[config.mk]
export PLATFORM = sky130hd
export DESIGN_NAME = score_keeper
export DESIGN_NICKNAME = d
export VERILOG_FILES = /design/src/rtl/score_keeper.sv
export SDC_FILE = /design/constraint.sdc
export NUM_CORES = 1
export LEC_CHECK = 0
export BUFFER_PORTS_ARGS = -buffer_cell sky130_fd_sc_hd__buf_2
export CORE_MARGIN = 2
export CORE_UTILIZATION = 38
export CTS_CLUSTER_SIZE = 40
export DETAILED_ROUTE_END_ITERATION = 10
export HOLD_SLACK_MARGIN = 0.06
export PLACE_DENSITY = 0.59
export SETUP_SLACK_MARGIN = 0.3
export SKIP_LAST_GASP = 1
export SLEW_MARGIN = 40
export SYNTH_ARGS = -nofsm -noshare
export SYNTH_HDL_FRONTEND = slang
export SYNTH_SLANG_ARGS = --single-unit
export TNS_END_PERCENT = 100
[constraint.sdc]
create_clock -name clk -period 5.1 [get_ports clk]
set_input_delay 1.02 -clock clk [delete_from_list [all_inputs] [get_ports clk]]
set_output_delay 1.02 -clock clk [all_outputs]
set_load 0.01 [all_outputs]
[src/rtl/score_keeper.sv]
`default_nettype none
// ============================================================================
//  Module   : score_keeper
//  Purpose  : Game-control front end. Accumulates ball-pop points into a
//             saturating score, tracks player lives with a post-hit grace
//             period, and generates the one-second tick (secClk) and the
//             game-over flag consumed by the level state machine.
//  Options  : SCORE_COMBO_EN - when defined, hits landing within one tick
//             window earn a combo bonus (0..3) on top of the base points.
//  Revision : 1.0 - initial release
// ============================================================================
module score_keeper #(
  parameter int SEC_DIV    = 25000000,
  parameter int PTS_SMALL  = 1,
  parameter int PTS_MEDIUM = 2,
  parameter int PTS_BIG    = 3,
  parameter int PTS_HUGE   = 5,
  parameter int SCORE_MAX  = 9999,
  parameter int LIVES_INIT = 3,
  parameter int INVULN_SEC = 2
) (
  input  logic              clk,
  input  logic              resetN,
  input  logic              enable,
  input  logic              hitValid,
  input  logic [1:0]        hitSize,
  input  logic              playerHit,
  output logic signed [15:0] score,
  output logic              secClk,
  output logic [2:0]        lives,
  output logic              invuln,
  output logic              gameOver
);

  localparam int DIV_W = (SEC_DIV > 1) ? $clog2(SEC_DIV) : 1;
  localparam int INV_W = (INVULN_SEC > 0) ? $clog2(INVULN_SEC + 1) : 1;

  localparam logic [DIV_W-1:0] C_DIV_LAST   = DIV_W'(SEC_DIV - 1);
  localparam logic [INV_W-1:0] C_INV_LOAD   = INV_W'(INVULN_SEC);
  localparam logic [2:0]       C_LIVES_INIT = 3'(LIVES_INIT);
  localparam logic [16:0]      C_SMAX17     = 17'(SCORE_MAX);
  localparam logic [15:0]      C_SMAX16     = 16'(SCORE_MAX);

  typedef enum logic [1:0] {
    S_IDLE   = 2'd0,
    S_PLAY   = 2'd1,
    S_INVULN = 2'd2,
    S_OVER   = 2'd3
  } state_t;

  state_t             r_state, w_state;
  logic [15:0]        r_score, w_score;
  logic               r_sec, w_sec;
  logic [2:0]         r_lives, w_lives;
  logic               r_invuln, w_invuln;
  logic               r_gover, w_gover;
  logic [DIV_W-1:0]   r_div, w_div;
  logic [INV_W-1:0]   r_icnt, w_icnt;

  logic [7:0]         w_base;
  logic [7:0]         w_pts;
  logic [16:0]        w_sum;
  logic [15:0]        w_sat;

  // Map the popped ball size to its base point value.
  always_comb begin
    w_base = 8'(PTS_SMALL);
    case (hitSize)
      2'd0:    w_base = 8'(PTS_SMALL);
      2'd1:    w_base = 8'(PTS_MEDIUM);
      2'd2:    w_base = 8'(PTS_BIG);
      default: w_base = 8'(PTS_HUGE);
    endcase
  end

`ifdef SCORE_COMBO_EN
  logic [1:0] r_combo, w_combo;

  // A hit coinciding with the visible tick starts a fresh window (combo 0).
  assign w_pts = w_base + (r_sec ? 8'd0 : {6'd0, r_combo});
`else
  assign w_pts = w_base;
`endif

  // One extra bit of headroom so the saturation compare cannot wrap.
  assign w_sum = {1'b0, r_score} + {9'd0, w_pts};
  assign w_sat = (w_sum > C_SMAX17) ? C_SMAX16 : w_sum[15:0];

  // Next-state and next-output logic; every target defaults to hold.
  always_comb begin
    w_state  = r_state;
    w_score  = r_score;
    w_sec    = 1'b0;
    w_lives  = r_lives;
    w_invuln = r_invuln;
    w_gover  = r_gover;
    w_div    = r_div;
    w_icnt   = r_icnt;
`ifdef SCORE_COMBO_EN
    w_combo  = r_combo;
`endif
    case (r_state)
      S_IDLE: begin
        if (enable) begin
          w_state  = S_PLAY;
          w_lives  = C_LIVES_INIT;
          w_score  = 16'd0;
          w_gover  = 1'b0;
          w_invuln = 1'b0;
          w_div    = '0;
          w_icnt   = '0;
`ifdef SCORE_COMBO_EN
          w_combo  = 2'd0;
`endif
        end
      end

      S_PLAY, S_INVULN: begin
        if (!enable) begin
          // Leaving play drops any pending hit and the grace flag.
          w_state  = S_IDLE;
          w_invuln = 1'b0;
        end else begin
          // Divider runs continuously across PLAY <-> INVULN.
          if (r_div == C_DIV_LAST) begin
            w_div = '0;
            w_sec = 1'b1;
          end else begin
            w_div = r_div + 1'b1;
          end

          if (hitValid) begin
            w_score = w_sat;
          end

`ifdef SCORE_COMBO_EN
          if (r_sec) begin
            w_combo = hitValid ? 2'd1 : 2'd0;
          end else if (hitValid && (r_combo != 2'd3)) begin
            w_combo = r_combo + 2'd1;
          end
`endif

          if (r_state == S_PLAY) begin
            if (playerHit) begin
              if (r_lives > 3'd1) begin
                w_state  = S_INVULN;
                w_lives  = r_lives - 3'd1;
                w_invuln = 1'b1;
                w_icnt   = C_INV_LOAD;
              end else begin
                // Last life: points above still count, tick is suppressed.
                w_state  = S_OVER;
                w_lives  = 3'd0;
                w_gover  = 1'b1;
                w_sec    = 1'b0;
              end
            end
          end else begin
            // Grace period consumes visible tick pulses; playerHit ignored.
            if (r_sec) begin
              if (r_icnt <= INV_W'(1)) begin
                w_icnt   = '0;
                w_invuln = 1'b0;
                w_state  = S_PLAY;
              end else begin
                w_icnt = r_icnt - 1'b1;
              end
            end
          end
        end
      end

      default: begin
        // OVER: everything frozen until play mode is released.
        if (!enable) begin
          w_state = S_IDLE;
        end
      end
    endcase
  end

  // State and output registers with synchronous active-high clear.
  always_ff @(posedge clk) begin
    if (resetN) begin
      r_state  <= S_IDLE;
      r_score  <= 16'd0;
      r_sec    <= 1'b0;
      r_lives  <= 3'd0;
      r_invuln <= 1'b0;
      r_gover  <= 1'b0;
      r_div    <= '0;
      r_icnt   <= '0;
`ifdef SCORE_COMBO_EN
      r_combo  <= 2'd0;
`endif
    end else begin
      r_state  <= w_state;
      r_score  <= w_score;
      r_sec    <= w_sec;
      r_lives  <= w_lives;
      r_invuln <= w_invuln;
      r_gover  <= w_gover;
      r_div    <= w_div;
      r_icnt   <= w_icnt;
`ifdef SCORE_COMBO_EN
      r_combo  <= w_combo;
`endif
    end
  end

  assign score    = $signed(r_score);
  assign secClk   = r_sec;
  assign lives    = r_lives;
  assign invuln   = r_invuln;
  assign gameOver = r_gover;

endmodule
`default_nettype wire

==> flow_metrics.tcl <==
set metrics [dict create \
    synth_top_area_cell "dfxtp_1" \
    vias 3020 \
    max_cap_violations 0 \
    die_height_um 94.3 \
    place_inst 515 \
    clock-skew-final_ns 0.0217 \
    htreeDepth 2 \
    hold_ws_ns 0.479 \
    syn_inst 405 \
    synthDistinctLibCells 59 \
    r2r_slack_ns 2.06 \
    power.total_mw 0.924 \
    ys_seq_elements 51 \
    track_usage 0.173 \
    fill_cells 799 \
    fin_nets 442 \
    layout-drive-gt1-share 0.112 \
    grt_max_degree 44 \
    synth_area_per_cell_um2 7.66 \
    fin_tns_setup_ns 0 \
    cts_buffers 5 \
    switchingPower_mw 0.319 \
    cts-root-buf "clkbuf_8" \
    remaining_drc_errors 0 \
    worstHoldPathType "reg -> reg" \
    drt-total-wl_mm 7.40 \
    critPathKind "in -> reg" \
    p_int_mw 0.605 \
    cts_setup_buffers 0 \
    multi_input_area_mm2 0.00194 \
    ys_warn_count 0 \
    rr_endpoint "score[2]$_SDFFE_PP0P_" \
    fin_cells 523 \
    cts_buffer_depth 2 \
    crit_required_ns 5.31 \
    clock_latency_ns 0.32 \
    initial_core_util 0.397 \
    cts_tree "done" \
    crit_end "score[2]$_SDFFE_PP0P_" \
    seq_area_frac_synth 0.329 \
    worst_pin_slew_ns 0.745 \
    portBuffers 28 \
    core_mm2 0.00781 \
    relSlewSlack 0.502 \
    drt_iter0_markers 210 \
    grt_pass1_vias 2670 \
    antenna_found_initial 0 \
    cp-start-kind "input pin" \
    place_congestion 0.904 \
    num_rows 32 \
    ff2ff_path_depth 10 \
    antenna_cells 0 \
    layout_common_cells "51 x dfxtp_1, 47 x nor2_1, 47 x nand2_1, 31 x a21oi_1, 27 x buf_2" \
    finalCritPeriodShare 0.724 \
    dp_hpwl_mm 5.10 \
    synth_nets 427 \
    p_leak_nw 1.22 \
    setup_viol 0 \
    cp_data_arrival_time_ns 3.90 \
    cts_resized 0 \
    power_density_mw_per_mm2 272 \
    pwr-share-clk 0.273 \
    grt_pass1_wl_mm 12.6 \
    reg2reg_from "score[0]$_SDFFE_PP0P_" \
    die_w_um 94.3 \
    routed_via_density 5.77 \
    ys_top_cells_by_area "dfxtp_1 33%, nand2_1 5.7%, nor2_1 5.7%, ha_1 5.6%, a21oi_1 5.2%" \
    rsz0062_at_grt "false" \
    drtPass1Iterations 5 \
    ir_drop_v 0.000107 \
    pwr-share-comb 0.269 \
    cp_max_fo 14 \
    wl_per_cell_um 14.1 \
    netlist.area_leader.share 0.329 \
    clock-sinks 51 \
    regArea_mm2 0.00102 \
    p_sw_frac 0.345 \
    layout_commonest_cell "dfxtp_1" \
    ios 29 \
    drtAntennaViolNets 0 \
    clkTransAtPathRegs_ns 0.10 \
    endpoint_kind "register" \
    synth_area_mm2 0.00310 \
    drv_slew 0 \
    synth_edf_count 0 \
    finalCriticalPeriod_ns 3.69 \
    dieArea_mm2 0.00890 \
    ys.flop_type "dfxtp_1" \
    hold_viol 0 \
    p_seq_frac 0.458 \
    grt_remaining_overflow 0 \
    setup.worst_path.start "hitSize[0]" \
    async_reset_ff_frac 0 \
    area_growth_pct 9.52 \
    status "completed" \
    max_freq_ghz 0.271 \
    ctsHoldBuffers 0 \
]
[worst min path at each step]
stage	start	end	slack [ns]	depth (start not counted)
after floorplan	r_icnt[0]$_SDFFE_PP0P_	r_icnt[0]$_SDFFE_PP0P_	0.44	2
after global placement	r_icnt[0]$_SDFFE_PP0P_	r_icnt[0]$_SDFFE_PP0P_	0.45	2
final	r_icnt[0]$_SDFFE_PP0P_	r_icnt[0]$_SDFFE_PP0P_	0.48	2
after CTS	r_icnt[0]$_SDFFE_PP0P_	r_icnt[0]$_SDFFE_PP0P_	0.48	2
after global routing	invuln$_SDFFE_PP0P_	invuln$_SDFFE_PP0P_	0.51	2
after detailed placement	r_icnt[0]$_SDFFE_PP0P_	r_icnt[0]$_SDFFE_PP0P_	0.46	2
[cell usage after synthesis, types with 2 or more instances]
library cell	number
nand4bb_1	2
a21oi_1	32
nor2b_1	3
or3_1	4
mux2i_1	3
o21a_1	2
a31oi_1	10
a41oi_1	3
o21ai_1	10
inv_1	15
a221o_1	2
a311oi_1	11
xnor2_1	3
o211a_1	2
nor3_1	16
nor4_1	6
and2_1	4
a21o_1	4
nor2_1	47
ha_1	14
o211ai_1	2
o21ai_0	16
nand4b_1	3
nand4_1	10
a22oi_1	4
nand2_1	47
nand2b_1	2
dfxtp_1	51
and3_1	6
a211oi_1	5
o31a_1	2
clkbuf_1	18
o22ai_1	4
nand3_1	17
[critical path, stage by stage]
cell	delay, ns
buf_2	0.11
ha_1	0.18
inv_1	0.05
ha_1	0.16
inv_1	0.06
fa_1	0.41
and2b_2	0.30
or3b_1	0.36
o22ai_1	0.13
a221oi_1	0.12
a211oi_4	0.58
nor2_1	0.13
a221o_1	0.28
[power by group through the flow]
stage	Clock, mW	Sequential, mW	Combinational, mW
CTS	0.261	0.423	0.250
global placement	0	0.432	0.246
global route	0.276	0.426	0.285
finish	0.252	0.423	0.249
detailed placement	0	0.432	0.249
floorplan	0	0.434	0.185
[kinds of logic after synthesis]
| logic type | Yosys count | synth area share |
|---|---|---|
| mux | 4 | 0.0133 |
| xor+xnor | 3 | 0.00848 |
| buf+inv | 37 | 0.0492 |
| compound gates | 121 | 0.265 |
| fa+ha+maj | 15 | 0.0630 |
| simple gates | 174 | 0.272 |
| flops | 51 | 0.329 |
[routing by layer]
layer | vias to the layer above | part of all wire | track usage
met4 | 0 | 0.011 | 0.0580
met5 | - | 0 | 0
met3 | 7 | 0.051 | 0.0281
met2 | 66 | 0.45 | 0.271
met1 | 1431 | 0.48 | 0.242
li1 | 1516 | - | -
[sequential cells by signal (all words and copies together) (netlist names)]
signal	count
gameOver	1
invuln	1
lives	3
r_div	25
r_icnt	2
r_state	2
score	16
secClk	1
[cell type report]
class | instances | share of cell area
Multi-Input combinational cell | 317 | 0.571
Clock buffer | 7 | 0.0254
Sequential cell | 51 | 0.301
Timing Repair Buffer | 30 | 0.0464
Inverter | 15 | 0.0166
Tap cell | 102 | 0.0376
Clock inverter | 1 | 0.00258
[stage by stage]
step | area (um^2) | setup WS (ns) | utilization
floorplan | 3100 | 1.68 | -
global placement | 3290 | 1.14 | 0.422
detailed placement | 3300 | 1.09 | 0.422
CTS | 3390 | 1.43 | 0.435
global route | 3400 | 1.30 | 0.435
finish | 3400 | 1.41 | 0.435
No activity file was read; power rests on OpenSTA's default activity.
